--- config.mk ---
export PLATFORM = sky130hd
export DESIGN_NAME = riscv_lsu_m
export DESIGN_NICKNAME = d
export VERILOG_FILES = /design/src/rtl/riscv_lsu_m_pkg.sv /design/src/rtl/riscv_load_ext.sv /design/src/rtl/riscv_lsu_m.sv
export SDC_FILE = /design/constraint.sdc
export NUM_CORES = 1
export LEC_CHECK = 0
export CORE_ASPECT_RATIO = 1.5
export CORE_MARGIN = 1.5
export CORE_UTILIZATION = 48
export DETAILED_ROUTE_END_ITERATION = 7
export PLACE_DENSITY_LB_ADDON = 0.25
export SYNTH_ARGS = -nofsm -noshare
export SYNTH_HDL_FRONTEND = slang
export SYNTH_SLANG_ARGS = --single-unit
--- constraint.sdc ---
create_clock -name i_clk -period 3.8 [get_ports i_clk]
set_input_delay 0.57 -clock i_clk [delete_from_list [all_inputs] [get_ports i_clk]]
set_output_delay 0.57 -clock i_clk [all_outputs]
set_load 0.05 [all_outputs]
--- src/rtl/riscv_lsu_m_pkg.sv ---
// Shared definitions for the memory-stage load/store unit: data width,
// funct3 access codes, LSU state encodings and lane/byte-enable helpers.
// Optional build macro used by riscv_lsu_m: RISCV_LSU_TIMEOUT_EN.
package riscv_lsu_m_pkg;

    localparam int XLEN = 32;

    // Load funct3 codes
    localparam logic [2:0] F3_LB  = 3'b000;
    localparam logic [2:0] F3_LH  = 3'b001;
    localparam logic [2:0] F3_LW  = 3'b010;
    localparam logic [2:0] F3_LBU = 3'b100;
    localparam logic [2:0] F3_LHU = 3'b101;

    // Store funct3 codes
    localparam logic [2:0] F3_SB  = 3'b000;
    localparam logic [2:0] F3_SH  = 3'b001;
    localparam logic [2:0] F3_SW  = 3'b010;

    typedef enum logic [1:0] {
        ST_IDLE = 2'd0,
        ST_REQ  = 2'd1,
        ST_WAIT = 2'd2
    } lsu_state_e;

    // Access size lives in funct3[1:0]: 00 byte, 01 half, anything else word.
    function automatic logic is_misaligned(input logic [2:0] funct3,
                                           input logic [1:0] addr_lo);
        logic result;
        case (funct3[1:0])
            2'b00:   result = 1'b0;
            2'b01:   result = addr_lo[0];
            default: result = (addr_lo != 2'b00);
        endcase
        return result;
    endfunction

    // Loads always fetch the whole word; stores enable only the touched lanes.
    function automatic logic [3:0] build_be(input logic [2:0] funct3,
                                            input logic [1:0] addr_lo,
                                            input logic       is_store);
        logic [3:0] be;
        if (!is_store) begin
            be = 4'b1111;
        end else begin
            case (funct3[1:0])
                2'b00:   be = 4'b0001 << addr_lo;
                2'b01:   be = 4'b0011 << addr_lo;
                default: be = 4'b1111;
            endcase
        end
        return be;
    endfunction

    // Replicate the store operand so every enabled lane sees the right bytes.
    function automatic logic [XLEN-1:0] build_wdata(input logic [2:0]      funct3,
                                                    input logic [XLEN-1:0] data);
        logic [XLEN-1:0] wd;
        case (funct3[1:0])
            2'b00:   wd = {4{data[7:0]}};
            2'b01:   wd = {2{data[15:0]}};
            default: wd = data;
        endcase
        return wd;
    endfunction

endpackage

--- src/rtl/riscv_load_ext.sv ---
// Load lane select and sign/zero extension. Purely combinational so it can be
// shared by any path that returns a raw memory word.
module riscv_load_ext
    import riscv_lsu_m_pkg::*;
(
    input  logic [XLEN-1:0] rdata,
    input  logic [1:0]      addr_lo,
    input  logic [2:0]      funct3,
    output logic [XLEN-1:0] data
);

    logic [7:0]  byte_s;
    logic [15:0] half_s;

    // Pick the addressed lane and extend it according to funct3.
    always_comb begin
        byte_s = rdata[8*addr_lo +: 8];
        half_s = addr_lo[1] ? rdata[31:16] : rdata[15:0];
        case (funct3)
            F3_LB:   data = {{(XLEN-8){byte_s[7]}}, byte_s};
            F3_LBU:  data = {{(XLEN-8){1'b0}}, byte_s};
            F3_LH:   data = {{(XLEN-16){half_s[15]}}, half_s};
            F3_LHU:  data = {{(XLEN-16){1'b0}}, half_s};
            F3_LW:   data = rdata;
            default: data = rdata;
        endcase
    end

endmodule

--- src/rtl/riscv_lsu_m.sv ---
// Memory-stage load/store unit: EX/MEM register, valid/ready data bus master,
// byte-enable generation and load extension. Stalls upstream while a bus
// transaction is outstanding.
// Build macro RISCV_LSU_TIMEOUT_EN adds a bus-wait watchdog (TIMEOUT_CYCLES).
module riscv_lsu_m
    import riscv_lsu_m_pkg::*;
#(
    parameter int TIMEOUT_CYCLES = 255
) (
    input  logic            i_clk,
    input  logic            i_rstn,
    input  logic [XLEN-1:0] i_alu_result_e,
    input  logic [XLEN-1:0] i_write_data_e,
    input  logic            i_mem_read_e,
    input  logic            i_mem_write_e,
    input  logic [2:0]      i_funct3_e,
    output logic [XLEN-1:0] o_alu_result_m,
    output logic [XLEN-1:0] o_read_data_m,
    output logic            o_stall_m,
    output logic            o_misaligned_m,
    output logic            o_bus_err_m,
    output logic            o_dmem_req,
    output logic            o_dmem_we,
    output logic [XLEN-1:0] o_dmem_addr,
    output logic [XLEN-1:0] o_dmem_wdata,
    output logic [3:0]      o_dmem_be,
    input  logic            i_dmem_ready,
    input  logic            i_dmem_rvalid,
    input  logic [XLEN-1:0] i_dmem_rdata
);

    lsu_state_e      state_r;
    logic [XLEN-1:0] alu_r;
    logic [2:0]      funct3_r;
    logic            is_store_r;
    logic [XLEN-1:0] read_data_r;
    logic            misaligned_r;
    logic            req_r;
    logic            we_r;
    logic [XLEN-1:0] addr_r;
    logic [XLEN-1:0] wdata_r;
    logic [3:0]      be_r;

    logic            mem_op_s;
    logic            misaligned_s;
    logic [XLEN-1:0] ext_data_s;

`ifdef RISCV_LSU_TIMEOUT_EN
    localparam int CNT_W = ($clog2(TIMEOUT_CYCLES + 1) > 8) ? $clog2(TIMEOUT_CYCLES + 1) : 8;
    localparam logic [CNT_W-1:0] CNT_LAST = CNT_W'(TIMEOUT_CYCLES - 1);
    logic [CNT_W-1:0] cnt_r;
    logic             bus_err_r;
`endif

    assign mem_op_s     = i_mem_read_e | i_mem_write_e;
    assign misaligned_s = is_misaligned(i_funct3_e, i_alu_result_e[1:0]);

    riscv_load_ext u_load_ext (
        .rdata   (i_dmem_rdata),
        .addr_lo (alu_r[1:0]),
        .funct3  (funct3_r),
        .data    (ext_data_s)
    );

    // EX/MEM capture, bus request sequencing and load writeback.
    always_ff @(posedge i_clk or negedge i_rstn) begin
        if (!i_rstn) begin
            state_r      <= ST_IDLE;
            alu_r        <= {XLEN{1'b0}};
            funct3_r     <= 3'b000;
            is_store_r   <= 1'b0;
            read_data_r  <= {XLEN{1'b0}};
            misaligned_r <= 1'b0;
            req_r        <= 1'b0;
            we_r         <= 1'b0;
            addr_r       <= {XLEN{1'b0}};
            wdata_r      <= {XLEN{1'b0}};
            be_r         <= 4'b0000;
`ifdef RISCV_LSU_TIMEOUT_EN
            cnt_r        <= {CNT_W{1'b0}};
            bus_err_r    <= 1'b0;
`endif
        end else begin
            misaligned_r <= 1'b0;
`ifdef RISCV_LSU_TIMEOUT_EN
            bus_err_r    <= 1'b0;
`endif
            case (state_r)
                ST_IDLE: begin
                    // Not stalled: the EX/MEM register follows execute every edge.
                    alu_r      <= i_alu_result_e;
                    funct3_r   <= i_funct3_e;
                    is_store_r <= i_mem_write_e;
                    if (mem_op_s && misaligned_s) begin
                        misaligned_r <= 1'b1;
                    end else if (mem_op_s) begin
                        state_r <= ST_REQ;
                        req_r   <= 1'b1;
                        we_r    <= i_mem_write_e;
                        addr_r  <= {i_alu_result_e[XLEN-1:2], 2'b00};
                        be_r    <= build_be(i_funct3_e, i_alu_result_e[1:0], i_mem_write_e);
                        wdata_r <= build_wdata(i_funct3_e, i_write_data_e);
`ifdef RISCV_LSU_TIMEOUT_EN
                        cnt_r   <= {CNT_W{1'b0}};
`endif
                    end
                end
                ST_REQ: begin
                    if (i_dmem_ready) begin
                        req_r   <= 1'b0;
                        state_r <= is_store_r ? ST_IDLE : ST_WAIT;
`ifdef RISCV_LSU_TIMEOUT_EN
                        cnt_r   <= {CNT_W{1'b0}};
                    end else if (cnt_r == CNT_LAST) begin
                        req_r     <= 1'b0;
                        bus_err_r <= 1'b1;
                        state_r   <= ST_IDLE;
                        if (!is_store_r) begin
                            read_data_r <= {XLEN{1'b0}};
                        end
                    end else begin
                        cnt_r <= cnt_r + CNT_W'(1);
`endif
                    end
                end
                ST_WAIT: begin
                    if (i_dmem_rvalid) begin
                        read_data_r <= ext_data_s;
                        state_r     <= ST_IDLE;
`ifdef RISCV_LSU_TIMEOUT_EN
                    end else if (cnt_r == CNT_LAST) begin
                        bus_err_r   <= 1'b1;
                        read_data_r <= {XLEN{1'b0}};
                        state_r     <= ST_IDLE;
                    end else begin
                        cnt_r <= cnt_r + CNT_W'(1);
`endif
                    end
                end
                default: begin
                    state_r <= ST_IDLE;
                    req_r   <= 1'b0;
                end
            endcase
        end
    end

    assign o_stall_m      = (state_r != ST_IDLE);
    assign o_alu_result_m = alu_r;
    assign o_read_data_m  = read_data_r;
    assign o_misaligned_m = misaligned_r;
    assign o_dmem_req     = req_r;
    assign o_dmem_we      = we_r;
    assign o_dmem_addr    = addr_r;
    assign o_dmem_wdata   = wdata_r;
    assign o_dmem_be      = be_r;
`ifdef RISCV_LSU_TIMEOUT_EN
    assign o_bus_err_m    = bus_err_r;
`else
    assign o_bus_err_m    = 1'b0;
`endif

endmodule
# == Word level (Yosys, flattened, before mapping) ==
# Index checks and enable logic that the tools add are counted.
# totals
regBits,139
output_inout_bits,137
input_bits,105
wordCells,55
# op_classes
n_reduce_logical,10
eq_ne,10
mux,18
shifts,3
bitwise,3
# ops
operator,count
$pmux W32 S4,1
$pmux W32 S2,1
$shiftx A32 B6 Y8,1
$mux W16,1
$mux W2,5
$ne A2 B2 Y1 const B,4
$pmux W4 S2,1
$reduce_and A4 Y1,2
$eq A3 B3 Y1 const B,2
$pmux W2 S3,1
$mux W1,5
$eq A2 B1 Y1 const B,2
$logic_not A2 Y1,2
$mux W4,1
$reduce_bool A2 Y1,2
$shl A1 B2 Y4 const A,1
$shl A2 B2 Y4 const A,1
$eq A3 B1 Y1 const B,1
$logic_not A3 Y1,1
$pmux W1 S3,1
$reduce_and A3 Y1,1
$eq A2 B2 Y1 const B,1
$not A1 Y1,2
$pmux W1 S2,1
3 further kinds,3

# == Longest topological paths before layout ==
# Gate-level depths: netlist of run 1.
# depth
depth_word,5
mapped_depth,7
depth_no_buf,4

# == By module ==
# From an unflattened synthesis of run 1, not the netlist that was laid out.
# unflattened
hier_cells,464
area_unflattened_um2,6688.9
# by_module_without_submodules
module,seq_area_each_um2,area_each_um2,cells_each,instances
riscv_lsu_m,3478.3,5843.1,368,1
riscv_load_ext,0.0,845.8,96,1

# == Least setup slack after synthesis of run 1 ==
# No wires, ideal clock.
# synth_path
path_kind,flip-flop to flip-flop
startpoint,"register alu_r[0], in the netlist o_alu_result_m[0]"
endpoint,"register read_data_r[16], in the netlist o_read_data_m[16]"
path_stages_with_launch,7
path_buffers,2
t_arrival_ns,1.756
path_slack_ns,1.920
setup_ns,0.124
path_cell_list,dfrtp_1 buf_6 mux2i_1 nor3_1 nor4b_4 buf_6 a21oi_1
# synth_via
elab_chain_len,2
# synth_lines
item,line,rtl
start: declaration,riscv_lsu_m.sv:33,logic [XLEN-1:0] alu_r;
start signal: assignment,riscv_lsu_m.sv:69,alu_r <= {XLEN{1'b0}};
start signal: assignment,riscv_lsu_m.sv:91,alu_r <= i_alu_result_e;
$shiftx A32 B6 Y8,riscv_load_ext.sv:17,byte_s = rdata[8*addr_lo +: 8];
$pmux W32 S4,riscv_load_ext.sv:19,case (funct3)
end signal: assignment,riscv_lsu_m.sv:72,read_data_r <= {XLEN{1'b0}};
end signal: assignment,riscv_lsu_m.sv:128,read_data_r <= ext_data_s;
end: declaration,riscv_lsu_m.sv:36,logic [XLEN-1:0] read_data_r;
# No other way between the ends.
# A chain may end at the register's enable or synchronous reset.

# == Final worst setup path of run 1 ==
# layout_path
startpoint,"register alu_r[1], in the netlist o_alu_result_m[1]"
endpoint,output o_alu_result_m[1]
# layout_rtl
item,line,rtl
end: declaration,riscv_lsu_m.sv:17,"output logic [XLEN-1:0] o_alu_result_m,"
# No word-level cell between the ends.

==> results of run 1 <==
## layer usage
| layer | global-route usage, % | up-vias |
|---|---|---|
| li1 | - | 2431 |
| met1 | 28.7 | 2560 |
| met2 | 46.5 | 237 |
| met3 | 8.47 | 37 |
| met4 | 10.9 | 0 |
| met5 | 0 | - |
## cell families after synthesis
logic type             after synthesis  share of synthesized area (%)
AOI/OAI and AO/OA                  121                           11.0
buffers and inverters               47                           3.68
DFF                                139                           55.3
muxes                              105                           18.3
other                                1                         0.0597
and+or+nand+nor                    148                           11.6
## sequential cells by signal (all words and copies together) (netlist names)
name / count
funct3_r: 3
is_store_r: 1
o_read_data_m: 32
state_r: 2
o_dmem_be: 4
o_dmem_req: 1
o_misaligned_m: 1
o_alu_result_m: 32
o_dmem_wdata: 32
o_dmem_addr: 30
o_dmem_we: 1
## cell usage after synthesis, drive strengths merged, types with 2 or more instances
master   number  area (um^2)
a2111oi       2         17.5
a21oi        38          190
a311oi        2         17.5
and3          4         25.0
buf          27          156
clkbuf       13         48.8
dfrtp       139         3480
inv           7         26.3
mux2         79          890
mux2i        26          260
nand2        86          323
nand2b        4         25.0
nand3         2         10.0
nand3b       10         78.8
nor2         23         96.4
nor2b         2         12.5
nor3          5         41.3
nor4          2         12.5
nor4b         4         56.3
nor4bb        2         20.0
o21ai        48          240
o22ai        19          119
o31ai         4         30.0
## final timing paths
path / endpoint / slack (ns) / depth (start not counted) / startpoint
max reg2reg: o_read_data_m[27]$_DFFE_PN0P_ / 1.41 / 4 / o_alu_result_m[1]$_DFFE_PN0P_
max: o_alu_result_m[1] / 1.04 / 1 / o_alu_result_m[1]$_DFFE_PN0P_
min reg2reg: o_dmem_wdata[26]$_DFFE_PN0P_ / 0.48 / 2 / o_dmem_wdata[26]$_DFFE_PN0P_
min in group i_clk: o_dmem_wdata[26]$_DFFE_PN0P_ / 0.48 / 2 / o_dmem_wdata[26]$_DFFE_PN0P_
max in group asynchronous: o_dmem_addr[15]$_DFFE_PN0P_ / 2.50 / 2 / i_rstn
min: o_read_data_m[20]$_DFFE_PN0P_ / 0.29 / 1 / i_rstn
## worst reg2reg max path, delay by kind of cell (launching register included)
family | cells | cell delay, ns
simple gates | 2 | 0.82
compound gates | 1 | 0.15
flops | 1 | 0.85
mux | 1 | 0.41
## layout by cell type, fill, tap and decap left out, types with 2 or more instances in the layout
cell type        count
clkdlybuf4s50_1    237
a311oi_1             2
bufinv_16            6
nand3b_1             9
clkbuf_8             2
nand3_1              2
o21ai_0             47
buf_4                7
nor4b_1              2
nor4_1               2
mux2_1               7
conb_1               3
nand2_1             86
nand2b_1             4
inv_6                5
nor3_1               3
a21oi_1             38
inv_1                7
o31ai_1              4
mux2_2              72
nor2_1              21
mux2i_1             26
and3_1               4
nor4bb_1             2
o22ai_1             19
dfrtp_1            139
a2111oi_0            2
clkbuf_16           17
nor2b_1              2
## area by class of cell
| class | count | area [um^2] |
|---|---|---|
| sequential | 139 | 3480 |
| fill | 896 | 3450 |
| multi-input combinational | 377 | 2590 |
| timing repair buffer | 246 | 2460 |
| clock buffer | 19 | 453 |
| clock inverter | 12 | 231 |
| tap | 159 | 199 |
| inverter | 7 | 26.3 |
## through the flow
step	instances	total power, mW	hold WS (ns)	setup slack [ns]	utilization [%]
2_1_floorplan	563	6.43	0.274	1.92	-
3_3_place_gp	928	8.28	0.463	1.23	67.9
3_5_place_dp	928	8.41	0.472	1.17	67.9
4_1_cts	959	10.4	0.365	1.01	73.2
5_1_grt	959	10.8	0.397	0.914	73.2
6_report	959	10.3	0.292	1.04	73.2
## power groups by stage
stage	Combinational (mW)	Clock (mW)	Sequential, mW
2_1_floorplan	1.37	0	5.06
3_3_place_gp	5.55	0	2.73
3_5_place_dp	5.64	0	2.77
4_1_cts	5.68	1.95	2.77
5_1_grt	5.90	2.01	2.86
6_report	5.65	1.92	2.76
==> summary.txt, run 1 <==
Synth
  – Synthesized area: 6280 um^2
  – Seq cells post-synth: 139
  – Cells after Synth: 561
  – Ys async rst share: 100%
  – Main synth FF type: dfrtp_1
  – Sequential-to-total area share from yosys stat: 55.3%
  – Synth unique cells: 48
  – Yosys warning total: 0
  – Number of flops mapped to enable cells by yosys: 0
  – Syn Area/Cell: 11.2 um^2

Setup path
  – CP max stage delay: 0.94 ns
  – Crit path launch type: flop
  – Crit-path max FO: 24
  – Slowest CP cell: clkdlybuf4s50_1
  – Cell Chain, Critical Path: clkdlybuf4s50_1
  – CP Capture Type: output port
  – Worst path required time: 3.23 ns
  – Delay-heaviest family, CP: buffers and inverters
  – Setup CP Type: flop to output port
  – CP Data Arrival Time: 2.19 ns
  – Buffer and inverter count on the worst path: 1

Route
  – DR WL/cell: 18.8 um
  – Vias after detailed routing: 5265
  – Met3 WL post-DR: 1380 um
  – Antenna Nets Post-Route: 0
  – Remaining DRCs: 0
  – Met1 WL: 6450 um
  – Vias per cell: 5.49
  – Met2 wire length: 9640 um
  – Total wire length: 18000 um
  – Drt first-iter violations: 212
  – Top Metal Used: met4
  – Detailed Routing Iterations Pass 1: 5

Clock tree
  – Clock Path Buffers: 2
  – Inserted Clock Buffers: 17
  – Post-CTS resize count: 0
  – Clock slew at reported path FFs: 0.06 ns
  – H-tree Lvls: 4
  – Clk_lat worst skew: 0.41 ns
  – Clock sinks: 139
  – Post-CTS Setup Bufs: 0
  – Clk Tree Root Cell: clkbuf_16
  – TritonCTS clock tree: done
  – Post-CTS Hold Buffers: 0

Layout
  – Fin area: 9440 um^2
  – P&R area growth vs syn: 50.2%
  – Ratio of cells with drive above 1 in the final layout: 15.0%
  – Nets: 893
  – Antenna diode count: 0

Power and ir drop
  – Reg power frac: 26.7%
  – Worst IR Drop VDD: 739 uV
  – Internal power: 5.47 mW
  – Clk pwr share: 18.6%
  – Switch share: 47.1%
  – P_sw: 4.87 mW
  – Gate power share: 54.7%
  – Power per cell area: 1100 nW/um^2
  – Pleak: 3.94 nW

GRT
  – First-pass GRT wire length: 27500 um
  – GR Overflow Total: 0
  – Tot GR Track Use: 26.4%
  – Largest net degree at the start of global routing: 115
  – Number of global-route vias before repair: 5410
  – Initial antenna violation count: 0

STA
  – Final Skew: 0.0116 ns
  – RSZ-0062 raised after global routing: false
  – Setup TNS: 0 ns
  – Final hold vios: 0
  – Relative slew slack: 30.6%
  – Fin crit period: 2.76 ns
  – Final Cycle Share: 72.7%
  – Slew Viols, Final: 0
  – FMAX: 362 MHz
  – Worst-margin pin slew: 1.04 ns
  – Count of final setup violators: 0

Min path
  – Hold Path Class: input pin to async pin

Floorplanning
  – Cell Rows: 51
  – Starting Density: 48.8%
  – Core ar.: 12900 um^2
  – # IOs: 242
  – Die width: 96.4 um
  – Die Area: 13800 um^2
  – Die Ht: 143 um

Run status
  – Status: finished, final reports clean

Placed design
  – GPL Wtd Cong: 0.849
  – Post-DP Area: 8750 um^2
  – Final HPWL DP: 12700 um
  – Port bufs: 238

Run
  – Max-Cap Viols: 0
Power figures use the tool's default switching activity.
==> inputs of run 2 (changes only) <==
Settings changed: CORE_UTILIZATION 48 to 40.
Clock period 3.8 ns to 2.3 ns, I/O delays scaled along.
==> run 2 against run 1 <==
Critical path depth unchanged. Flip-flop and latch count unchanged. Highest routed layer unchanged. Critical endpoint is now o_read_data_m[0]. Total power up 62%. Cell count up 5.9%.
==> summary.txt, run 2 (synthesized netlist as in run 1, its figures left out) <==
Run status
  – Status: finished, final reports clean

Layout
  – Register area: 3480 um^2
  – Multi-input logic area: 2590 um^2
  – Nets: 909
  – Most frequent cells in the layout: clkdlybuf4s50_1, dfrtp_1, nand2_1, mux2_2, o21ai_0
  – Ratio of cells with drive above 1 in the final layout: 16.9%
  – # fillers: 1241
  – Antenna diode count: 0
  – Most common cell after layout, fill and taps aside: clkdlybuf4s50_1
  – P&R area growth vs syn: 51.9%

Route
  – Total wire length: 18100 um
  – Remaining DRCs: 0
  – Vias after detailed routing: 5261
  – Drt first-iter violations: 183
  – Antenna Nets Post-Route: 0
  – Detailed Routing Iterations Pass 1: 5
  – DR WL/cell: 17.8 um
  – Vias per cell: 5.18

Setup path
  – Worst reg2reg path depth: 5
  – CP max stage delay: 0.84 ns
  – CP Capture Type: output port
  – Worst path required time: 1.96 ns
  – Crit Reg-Reg Endpoint: o_read_data_m[28]$_DFFE_PN0P_
  – Cell Chain, Critical Path: clkdlybuf4s50_1
  – Crit-path max FO: 2
  – CP Data Arrival Time: 1.68 ns
  – FF-to-FF setup slack: 0.52 ns
  – Setup CP Type: flop to output port
  – Delay-heaviest family, CP: buffers and inverters
  – Slowest CP cell: clkdlybuf4s50_1
  – Critical R2R Launch: o_alu_result_m[1]$_DFFE_PN0P_
  – Buffer and inverter count on the worst path: 1
  – Crit path launch type: flop

Power and ir drop
  – Clk pwr share: 16.3%
  – P_sw: 8.13 mW
  – Pleak: 4.01 nW
  – Power per cell area: 1750 nW/um^2
  – Reg power frac: 26.8%
  – Power Total: 16.7 mW
  – Switch share: 48.6%
  – Worst IR Drop VDD: 1200 uV
  – Gate power share: 56.9%
  – Internal power: 8.59 mW

Floorplanning
  – Die Ht: 157 um
  – Cell Rows: 55
  – Die Area: 16500 um^2
  – Core ar.: 15200 um^2
  – Starting Density: 41.3%
  – # IOs: 242
  – Die width: 105 um

Clock tree
  – Clk_lat worst skew: 0.42 ns
  – Clock Path Buffers: 2
  – Clock slew at reported path FFs: 0.07 ns
  – Clk Tree Root Cell: clkbuf_16
  – H-tree Lvls: 4
  – Clock sinks: 139
  – Post-CTS Setup Bufs: 0
  – Inserted Clock Buffers: 17
  – TritonCTS clock tree: done

STA
  – Count of final setup violators: 0
  – RSZ-0062 raised after global routing: false
  – Worst-margin pin slew: 0.574 ns
  – Setup TNS: 0 ns
  – Final hold vios: 0
  – FMAX: 493 MHz
  – Final Skew: 0.0111 ns
  – Slew Viols, Final: 0
  – Relative slew slack: 61.6%
  – Final Cycle Share: 88.1%
  – Fin crit period: 2.03 ns

GRT
  – Initial antenna violation count: 0
  – GR Overflow Total: 0
  – Number of global-route vias before repair: 5654
  – First-pass GRT wire length: 29200 um
  – Tot GR Track Use: 22.6%
  – Largest net degree at the start of global routing: 57

Run
  – Max-Cap Viols: 0

Min path
  – Hold Path Class: input pin to async pin

Placed design
  – Final HPWL DP: 13600 um
  – Port bufs: 238
  – GPL Wtd Cong: 0.849
[run 2: cell types whose count changed in the layout (fill, tap and decap cells not counted)]
cell	change
clkbuf_8	-1
clkinv_4	+2
clkinvlp_4	-1
inv_8	+5
inv_6	-1
clkinv_2	+2
dlymetal6s2s_1	+1
clkdlybuf4s50_1	-3
buf_4	+14
dlygate4sd3_1	+1
bufinv_16	-5
buf_12	+3
[run 2: power by group through the flow]
stage | sequential (mW) | combinational (mW) | clock, mW
floorplan | 8.35 | 2.26 | 0
global placement | 4.43 | 9.44 | 0
detailed placement | 4.50 | 9.55 | 0
CTS | 4.48 | 9.58 | 2.79
global route | 4.65 | 9.94 | 2.91
finish | 4.48 | 9.51 | 2.73
[run 2: worst max path at each step]
stage	endpoint	cells past startpoint	start
floorplan	o_read_data_m[16]$_DFFE_PN0P_	6	o_alu_result_m[0]$_DFFE_PN0P_
global placement	o_dmem_addr[24]$_DFFE_PN0P_	5	i_funct3_e[1]
detailed placement	o_dmem_addr[21]$_DFFE_PN0P_	5	i_alu_result_e[0]
CTS	o_alu_result_m[0]	1	o_alu_result_m[0]$_DFFE_PN0P_
global route	o_read_data_m[0]	1	o_read_data_m[0]$_DFFE_PN0P_
finish	o_read_data_m[0]	1	o_read_data_m[0]$_DFFE_PN0P_
[run 2: timing repair]
item,CTS,global route
hold buffers,1,0
setup endpoints to repair,0,1
gates resized for setup,0,1
endpoints found under the hold margin,45,0
[run 2: through the flow]
stage	setup WS, ns	cells	instance area (um^2)	hold slack (ns)	util, %
after global placement	0.274	983	8950	0.322	58.8
final	0.273	1016	9550	0.440	62.8
after global routing	0.257	1016	9550	0.462	62.8
after floorplan	0.420	563	6290	0.0494	-
after detailed placement	0.201	983	8950	0.327	58.8
after CTS	0.0499	1016	9550	0.452	62.8
[run 2: final cells by class]
cell class / instances / share of cell area (%)
Inverter: 7 / 0.275
Multi-Input combinational cell: 377 / 27.2
Clock inverter: 14 / 1.56
Sequential cell: 139 / 36.4
Clock buffer: 18 / 4.60
Tap cell: 199 / 2.61
Timing Repair Buffer: 262 / 27.4
[run 2: layer usage]
layer | vias to the layer above | share of wire [%] | track usage (%)
met1 | 2544 | 37 | 24.3
met4 | 0 | 3.4 | 10.6
met5 | - | 0 | 0
met2 | 216 | 52 | 39.8
li1 | 2470 | - | -
met3 | 31 | 7.6 | 7.79
